<file path="src/rtl/uart_tx_arbiter.sv">
// uart_tx_arbiter: message-granular round-robin share of one UART_TX.
// Optional per-requester byte counters: define UART_ARB_CNT_EN.
module uart_tx_arbiter #(
  parameter int NUM_REQ      = 4,
  parameter int LOCK_TIMEOUT = 4096
) (
  input  logic                   i_Clock,
  input  logic                   i_Reset,
  input  logic [NUM_REQ-1:0]     i_Req_Valid,
  input  logic [8*NUM_REQ-1:0]   i_Req_Byte,
  input  logic [NUM_REQ-1:0]     i_Req_Last,
  output logic [NUM_REQ-1:0]     o_Req_Ready,
  output logic [NUM_REQ-1:0]     o_Grant,
  output logic                   o_Abort,
  output logic                   o_TX_DV,
  output logic [7:0]             o_TX_Byte,
  input  logic                   i_TX_Active,
  input  logic                   i_TX_Done,
  output logic                   o_Busy
`ifdef UART_ARB_CNT_EN
  ,
  output logic [16*NUM_REQ-1:0]  o_Byte_Count
`endif
);

  localparam int IW = (NUM_REQ > 1) ? $clog2(NUM_REQ) : 1;
  localparam int CW = $clog2(LOCK_TIMEOUT + 1);
  localparam int unsigned NR = NUM_REQ;
  localparam logic [NUM_REQ-1:0] ONE = 1;
  localparam logic [CW-1:0] CNT_LAST = CW'(LOCK_TIMEOUT - 1);

  typedef enum logic [1:0] {
    S_IDLE,
    S_LOAD,
    S_WAIT
  } state_e;

  state_e               state_q;
  logic [IW-1:0]        ptr_q;
  logic [IW-1:0]        own_q;
  logic [CW-1:0]        cnt_q;
  logic                 last_q;
  logic [NUM_REQ-1:0]   grant_q;
  logic [NUM_REQ-1:0]   ready_q;
  logic                 abort_q;
  logic                 dv_q;
  logic [7:0]           byte_q;
  logic                 busy_q;

  logic [IW-1:0]        pick_d;
  logic                 hit_d;

  // Index a + b modulo NUM_REQ; both operands are already below NUM_REQ.
  function automatic logic [IW-1:0] wrap_add(
    input logic [IW-1:0] a,
    input int unsigned   b
  );
    int unsigned s;
    s = 32'(a) + b;
    if (s >= NR) s = s - NR;
    return IW'(s);
  endfunction

  // First valid requester at or above the pointer, wrapping around.
  always_comb begin
    pick_d = ptr_q;
    hit_d  = 1'b0;
    for (int i = NUM_REQ - 1; i >= 0; i--) begin
      if (i_Req_Valid[wrap_add(ptr_q, i)]) begin
        pick_d = wrap_add(ptr_q, i);
        hit_d  = 1'b1;
      end
    end
  end

  // Grant/load/wait sequencer; every output is a register.
  always_ff @(posedge i_Clock or negedge i_Reset) begin
    if (!i_Reset) begin
      state_q <= S_IDLE;
      ptr_q   <= '0;
      own_q   <= '0;
      cnt_q   <= '0;
      last_q  <= 1'b0;
      grant_q <= '0;
      ready_q <= '0;
      abort_q <= 1'b0;
      dv_q    <= 1'b0;
      byte_q  <= '0;
      busy_q  <= 1'b0;
    end else begin
      ready_q <= '0;
      dv_q    <= 1'b0;
      abort_q <= 1'b0;
      unique case (state_q)
        S_IDLE: begin
          if (hit_d) begin
            own_q   <= pick_d;
            grant_q <= ONE << pick_d;
            busy_q  <= 1'b1;
            cnt_q   <= '0;
            state_q <= S_LOAD;
          end
        end
        S_LOAD: begin
          if (i_Req_Valid[own_q]) begin
            // Hold off while the transmitter is still shifting.
            if (!i_TX_Active) begin
              byte_q  <= i_Req_Byte[{own_q, 3'b000} +: 8];
              last_q  <= i_Req_Last[own_q];
              dv_q    <= 1'b1;
              ready_q <= ONE << own_q;
              cnt_q   <= '0;
              state_q <= S_WAIT;
            end
          end else if (cnt_q == CNT_LAST) begin
            abort_q <= 1'b1;
            grant_q <= '0;
            busy_q  <= 1'b0;
            ptr_q   <= wrap_add(own_q, 1);
            cnt_q   <= '0;
            state_q <= S_IDLE;
          end else begin
            cnt_q <= cnt_q + 1'b1;
          end
        end
        S_WAIT: begin
          if (i_TX_Done) begin
            if (last_q) begin
              grant_q <= '0;
              busy_q  <= 1'b0;
              ptr_q   <= wrap_add(own_q, 1);
              state_q <= S_IDLE;
            end else begin
              state_q <= S_LOAD;
            end
          end
        end
        default: state_q <= S_IDLE;
      endcase
    end
  end

  assign o_Req_Ready = ready_q;
  assign o_Grant     = grant_q;
  assign o_Abort     = abort_q;
  assign o_TX_DV     = dv_q;
  assign o_TX_Byte   = byte_q;
  assign o_Busy      = busy_q;

`ifdef UART_ARB_CNT_EN
  logic [16*NUM_REQ-1:0] bcnt_q;

  // Per-requester accepted-byte counters, wrapping at 16 bits.
  always_ff @(posedge i_Clock or negedge i_Reset) begin
    if (!i_Reset) begin
      bcnt_q <= '0;
    end else begin
      for (int r = 0; r < NUM_REQ; r++) begin
        if (ready_q[r]) begin
          bcnt_q[16*r +: 16] <= bcnt_q[16*r +: 16] + 16'd1;
        end
      end
    end
  end

  assign o_Byte_Count = bcnt_q;
`endif

endmodule

</file>
<file path="config.mk">
export PLATFORM = sky130hd
export DESIGN_NAME = uart_tx_arbiter
export DESIGN_NICKNAME = d
export VERILOG_FILES = /design/src/rtl/uart_tx_arbiter.sv
export SDC_FILE = /design/constraint.sdc
export NUM_CORES = 1
export LEC_CHECK = 0
export BUFFER_PORTS_ARGS = -buffer_cell sky130_fd_sc_hd__buf_2
export CORE_ASPECT_RATIO = 0.7
export CORE_MARGIN = 2
export CORE_UTILIZATION = 47
export CTS_CLUSTER_DIAMETER = 150
export DETAILED_ROUTE_END_ITERATION = 10
export PLACE_DENSITY = 0.83
export SETUP_SLACK_MARGIN = 0.15
export SLEW_MARGIN = 25
export SYNTH_ARGS = -nofsm -noshare
export SYNTH_HDL_FRONTEND = slang
export SYNTH_SLANG_ARGS = --single-unit
export TNS_END_PERCENT = 1
</file>
<file path="constraint.sdc">
create_clock -name i_Clock -period 2 [get_ports i_Clock]
set_clock_uncertainty 0.05 [all_clocks]
set_input_delay 0.6 -clock i_Clock [delete_from_list [all_inputs] [get_ports i_Clock]]
set_output_delay 0.6 -clock i_Clock [all_outputs]
set_load 0.02 [all_outputs]
</file>
==> impl_results.md, run 1 <==
- Pwr Density: 1310 nW/um2
- Yosys cell types: 37
- Max cap viols: 0
- I/O pins: 63
- Count of pins over their slew limit: 0
- CTS H-tree depth: 2
- DP Area: 2840 um2
- Largest net degree at the start of global routing: 40
- Final WL: 5.57 mm
- Syn_nets: 258
- Mapped Area: approximately 2300 um2
- P&R area growth vs syn: 41.0%
- Vias in the first global route: between 1500 and 2000
- Nets: about 360
- Avg Cell Area, Syn: 11.0 um2
- Leakage: 1.56 nW
- Main flop type after synthesis: dfrtp_1
- Chip Width: 86.8 um
- Crit path required time: 2.14 ns
- Clock Latency Late Sink: slightly below 0.3 ns
- Starting DRT DRC Count: 88
- Initial Utilization: 47.9%
- Post-synth EDFFs: 0
- Avg WL per Cell: about 15 um
- Layout Cells excl Fill: 362
- Min cycle time layout: ~2.0 ns
- Worst VDD drop: 0.000950 V
- Commonest non-fill, non-tap cells in the layout: buf_2, dfrtp_1, buf_4, nor2_1
- Die area: 5370 um2
- Outcome: complete, no violations
- Total power: 4.17 mW
- Synthesis Warnings: 0
- 1st-pass router iterations: 4
- Commonest non-fill, non-tap cell in the layout: buf_2
- Worst EP arrival: 2.11 ns
- Port Buffers: 62
- Worst hold path class: primary input to asynchronous set/reset pin
- Vias: roughly 2000
- Sink Count: 39
- Clk pin slew, worst setup/hold paths: around 0.070 ns
- Flops & latches, synth: 39
- Highest clock rate: 0.508 GHz
- Setup violators final: 0
- Remaining antenna violation count: 0
- Worst Tran Pin Value: 0.498 ns
- CTS tree: built
- Global route overflow: 0
- CTS Root Cell: clkbuf_8
- RSZ-0062 raised after global routing: true
- Clk buf depth: 2
- Fraction of registers with async set or reset after synthesis: 100%
- Setup crit start kind: flop
- First-pass GRT wire length: ~9 mm
- CP Class: flop to flop
- DP Cell Count: 348
- Row count: 21
- Worst setup EP type: flop
- Cts hold-fix bufs: 0
- Cells on worst reg2reg path: 5
- Antenna violations before repair: 0
- Drt drc: 0
- Clock buffer count from CTS: 5
- Fin area: 3180 um2
- Die H: around 62 um
- Seq/Total Area, Yosys: between 40% and 50%
- Antenna fix cells: 0
- Slew margin rel.: about two thirds
- Core area: 4700 um2
- Final Hold Viols: 0
- Final Core Density: 67.5%
- GR Util All Layers: 21.4%
- Vias per cell: approximately 5.6
- Post-DP HPWL: about 4 mm
- CP Max Fanout: 3
- Period utilization: 98.5%
- Layout cells sized above 1: 53.4%
- Gate Count Post-Synth: 205
- Gpl congestion: around 0.83
[flip-flops by register name (all words and copies together), names as in the netlist]
signal       flops
cnt_q           13
last_q           1
o_Abort          1
o_Busy           1
o_Grant          4
o_Req_Ready      4
o_TX_Byte        8
o_TX_DV          1
own_q            2
ptr_q            2
state_q          2
[synth_stat cells, types with 3 or more instances]
cell      number  share of area (%)
dfrtp_1       39                 43
o21ai_0       21                4.7
mux2_2        18                9.0
nor2_1        15                2.5
inv_1         12                2.0
mux4_2        10                 10
ha_1           9                5.0
nand3_1        7                1.6
nand2_1        6                1.0
and2_1         5                1.4
nand2b_1       5                1.4
o31ai_1        5                1.7
and4_1         4                1.6
clkbuf_1       4               0.67
nor3_1         4               0.89
nor3b_1        4                1.3
a21oi_1        3               0.67
mux2i_1        3                1.3
nand4_1        3               0.83
nor2b_1        3               0.83
o22ai_1        3               0.83
or3_1          3               0.83
[final timing paths]
kind                                          start                       end  slack, ns
max                            own_q[1]$_DFFE_PN0P_      cnt_q[8]$_DFFE_PN0P_       0.03
min                                         i_Reset  o_TX_Byte[2]$_DFFE_PN0P_       0.30
max reg2reg                    own_q[1]$_DFFE_PN0P_      cnt_q[8]$_DFFE_PN0P_       0.03
min reg2reg                o_TX_Byte[2]$_DFFE_PN0P_  o_TX_Byte[2]$_DFFE_PN0P_       0.46
max in group asynchronous                   i_Reset         o_TX_DV$_DFF_PN0_       1.24
min in group i_Clock       o_TX_Byte[2]$_DFFE_PN0P_  o_TX_Byte[2]$_DFFE_PN0P_       0.46
[cell type report]
| cell class | instances | area (um2) |
|---|---|---|
| repair buffers | 101 | 627 |
| fillers | 335 | 1530 |
| clock buffers | 8 | 100 |
| well taps | 57 | 71.3 |
| inverters | 12 | 45.0 |
| flip-flops and latches | 39 | 976 |
| multi-input cells | 145 | 1360 |
[what timing repair did]
| action | 4_1_cts | 5_1_grt |
|---|---|---|
| endpoints found under the hold margin | 0 | 0 |
| setup buffers | 3 | 3 |
| resized for setup | 12 | 36 |
| setup endpoints to repair | 21 | 30 |
| pin swaps | 2 | 7 |
[per-layer routing]
layer | GRT usage, % | wire length, um
met5 | 0 | 0
met4 | 5.80 | 84
met3 | 5.55 | 266
met2 | 38.2 | 2760
met1 | 26.5 | 2460
[critical path: stages, from the launching register on]
cell,delay [ns]
dfrtp_1,0.38
mux4_2,0.53
nand2b_4,0.17
or3_4,0.38
buf_4,0.16
o41ai_4,0.19
[kinds of logic after synthesis]
kind of cell / Yosys count / share of synthesized area, %
simple gates: 67 / 16.9
flops: 39 / 43.3
compound gates: 38 / 10.2
mux: 31 / 20.3
buf+inv: 21 / 4.27
fa+ha+maj: 9 / 5.00
[report_power, final]
| part | internal [mW] | switching (mW) |
|---|---|---|
| Sequential | 1.02 | 0.154 |
| Clock | 0.315 | 0.260 |
| Combinational | 1.25 | 1.18 |
[metrics by stage]
step	hold slack, ns	setup slack [ns]	TNS (ns)
finish	0.305	0.0305	0
CTS	0.325	0.0230	0
global placement	0.436	-0.265	-3.69
detailed placement	0.438	-0.352	-4.43
floorplan	0.254	-0.313	-2.37
global route	0.345	-0.0409	-0.127
No activity file was read; power rests on OpenSTA's default activity.
==> run 2, diff against run 1 <==
--- a/config.mk
+++ b/config.mk
@@ -8,10 +8,10 @@
 export BUFFER_PORTS_ARGS = -buffer_cell sky130_fd_sc_hd__buf_2
 export CORE_ASPECT_RATIO = 0.7
 export CORE_MARGIN = 2
-export CORE_UTILIZATION = 47
+export CORE_UTILIZATION = 56
 export CTS_CLUSTER_DIAMETER = 150
 export DETAILED_ROUTE_END_ITERATION = 10
-export PLACE_DENSITY = 0.83
+export PLACE_DENSITY = 0.92
 export SETUP_SLACK_MARGIN = 0.15
 export SLEW_MARGIN = 25
 export SYNTH_ARGS = -nofsm -noshare
==> constraint.sdc (replaced) <==
create_clock -name i_Clock -period 2.5 [get_ports i_Clock]
set_clock_uncertainty 0.05 [all_clocks]
set_input_delay 0.75 -clock i_Clock [delete_from_list [all_inputs] [get_ports i_Clock]]
set_output_delay 0.75 -clock i_Clock [all_outputs]
set_load 0.02 [all_outputs]
==> run 2 against run 1 <==
Against the previous run:
- global-route usage grew 3.3 points
- power shrank 31%
- sequential power shrank 21%
- worst hold slack gained 0.099 ns
==> impl_results.md, run 2 (synthesis results as in run 1) <==
- CP Class: flop to flop
- GR Util All Layers: 24.7% (+3.3 points)
- RSZ-0062 raised after global routing: true
- Row count: 19 (-9.5%)
- Number of setup buffers added after CTS: 0 (-3)
- Crit path required time: 2.63 ns (+0.49 ns)
- Fin area: 2770 um2 (-13%)
- Worst EP arrival: 2.42 ns (+0.31 ns)
- Nets: 332 (-7.0%)
- Clock buffer count from CTS: 5 (unchanged)
- Starting DRT DRC Count: 151 (+72%)
- Clock Latency Late Sink: 0.30 ns (about the same)
- Antenna violations before repair: 0 (unchanged)
- Slew margin rel.: 59.6% (-7.2 points)
- CTS tree: built
- Initial Utilization: 57.8% (+9.9 points)
- Avg WL per Cell: 15.3 um (-0.85%)
- Worst hold path class: primary input to asynchronous set/reset pin
- CTS H-tree depth: 2 (unchanged)
- Remaining antenna violation count: 0 (unchanged)
- 1st-pass router iterations: 4 (unchanged)
- Port Buffers: 62 (unchanged)
- DP Area: 2680 um2 (-5.7%)
- Final WL: 5.07 mm (-9.1%)
- Final Hold Viols: 0 (unchanged)
- Gpl congestion: 0.850 (+2.5%)
- Worst Tran Pin Value: 0.607 ns (+0.108 ns)
- Vias in the first global route: 1881 (-2.0%)
- Largest Register: cnt_q
- Vias: 1926 (-4.7%)
- Final WS setup: 0.211 ns (+0.180 ns)
- Largest net degree at the start of global routing: 28 (-30%)
- Commonest non-fill, non-tap cells in the layout: buf_2, dfrtp_1, o21ai_0, mux2_2
- Period utilization: 91.6% (-6.9 points)
- Max cap viols: 0 (unchanged)
- Outcome: complete, no violations
- Global route overflow: 0 (unchanged)
- Clk pin slew, worst setup/hold paths: 0.08 ns (about the same)
- DP Cell Count: 324 (-6.9%)
- R2R Path Start: cnt_q[0]$_DFFE_PN0P_
- Post-CTS sizing: 0 (-12)
- Min cycle time layout: 2.29 ns (+0.320 ns)
- R2r endpoint: state_q[0]$_DFFE_PN0P_
- Die H: 57.1 um (-7.8%)
- Layout Cells excl Fill: 332 (-8.3%)
- Setup violators final: 0 (unchanged)
- Drt drc: 0 (unchanged)
- Layout cells sized above 1: 40.0% (-13 points)
- I/O pins: 63 (unchanged)
- Worst VDD drop: 0.000796 V (-16%)
- Cts hold-fix bufs: 0 (unchanged)
- Largest register FFs: 13 (unchanged)
- Highest clock rate: 0.437 GHz (-14%)
- Cells on worst reg2reg path: 6 (+1)
- Antenna fix cells: 0 (unchanged)
- Count of pins over their slew limit: 0 (unchanged)
- Core area: 3900 um2 (-17%)
- Leakage: 1.34 nW (-14%)
- Setup crit start kind: flop
- Post-DP HPWL: 3.86 mm (-1.8%)
- Clk buf depth: 2 (unchanged)
- Flop-to-flop setup slack: 0.21 ns (+0.18 ns)
- Pre-CTS WS: -0.0614 ns (+0.290 ns)
- CTS Root Cell: clkbuf_8
- Chip Width: 79.8 um (-8.0%)
- First-pass GRT wire length: 8.55 mm (-2.8%)
- CP Max Fanout: 6 (+3)
- Pwr Density: 1030 nW/um2 (-21%)
- Sink Count: 39 (unchanged)
- P&R area growth vs syn: 22.8%
- Commonest non-fill, non-tap cell in the layout: buf_2
- Vias per cell: 5.80 (+3.9%)
- Final Core Density: 71.0% (+3.4 points)
- Die area: 4560 um2 (-15%)
- Worst setup EP type: flop
[run 2: cell types whose count changed in the layout (fill, tap and decap cells not counted), moves of 3 or more]
cell	delta
o21ai_0	+8
buf_6	-3
o31ai_1	+3
buf_4	-21
ha_1	+3
o21ai_1	-5
mux2_4	-6
mux2_2	+6
[run 2: area by class of cell]
cell class              instances  area, um2
clock buffers                   7       76.3
fillers                       310       1130
flip-flops and latches         39        976
well taps                      52       65.1
clock inverters                 1       5.00
multi-input cells             145       1180
inverters                      12       45.0
repair buffers                 76        415
[run 2: metal layers]
layer | vias up | routed length (um) | track usage (%)
li1 | 905 | - | -
met1 | 951 | 2220 | 32.3
met2 | 59 | 2500 | 40.8
met3 | 11 | 269 | 5.85
met4 | 0 | 74 | 8.72
met5 | - | 0 | 0
[run 2: worst max-delay path by stage]
| stage | end | cells after the start | start | slack, ns |
|---|---|---|---|---|
| after floorplan | cnt_q[11]$_DFFE_PN0P_ | 7 | i_Req_Valid[3] | 0.04 |
| after global placement | o_TX_Byte[0]$_DFFE_PN0P_ | 5 | i_Req_Valid[3] | 0.02 |
| after CTS | o_TX_Byte[7]$_DFFE_PN0P_ | 5 | state_q[1]$_DFFE_PN0P_ | 0.21 |
| after detailed placement | o_TX_Byte[7]$_DFFE_PN0P_ | 5 | i_Req_Valid[3] | -0.06 |
| after global routing | state_q[0]$_DFFE_PN0P_ | 6 | cnt_q[0]$_DFFE_PN0P_ | 0.09 |
| final | state_q[0]$_DFFE_PN0P_ | 6 | cnt_q[0]$_DFFE_PN0P_ | 0.21 |
[run 2: critical path, cell delays in order (launching register included)]
cell and delay (ns):
dfrtp_1 0.38, ha_1 0.22, and3_1 0.21, and4_1 0.34, nor2_1 0.10, or4_1 0.58
mux2_2 0.30
[run 2: report_power, final]
group	total, mW	internal, mW	switching [mW]
clock network	0.412	0.196	0.216
registers	0.930	0.813	0.117
logic	1.52	0.722	0.798
[run 2: metrics by stage]
| step | setup TNS, ns | power, mW | hold WS [ns] |
|---|---|---|---|
| finish | 0 | 2.86 | 0.404 |
| global route | 0 | 3.07 | 0.451 |
| CTS | 0 | 2.88 | 0.422 |
| detailed placement | -0.414 | 2.46 | 0.437 |
| global placement | 0 | 2.39 | 0.437 |
| floorplan | 0 | 2.04 | 0.404 |
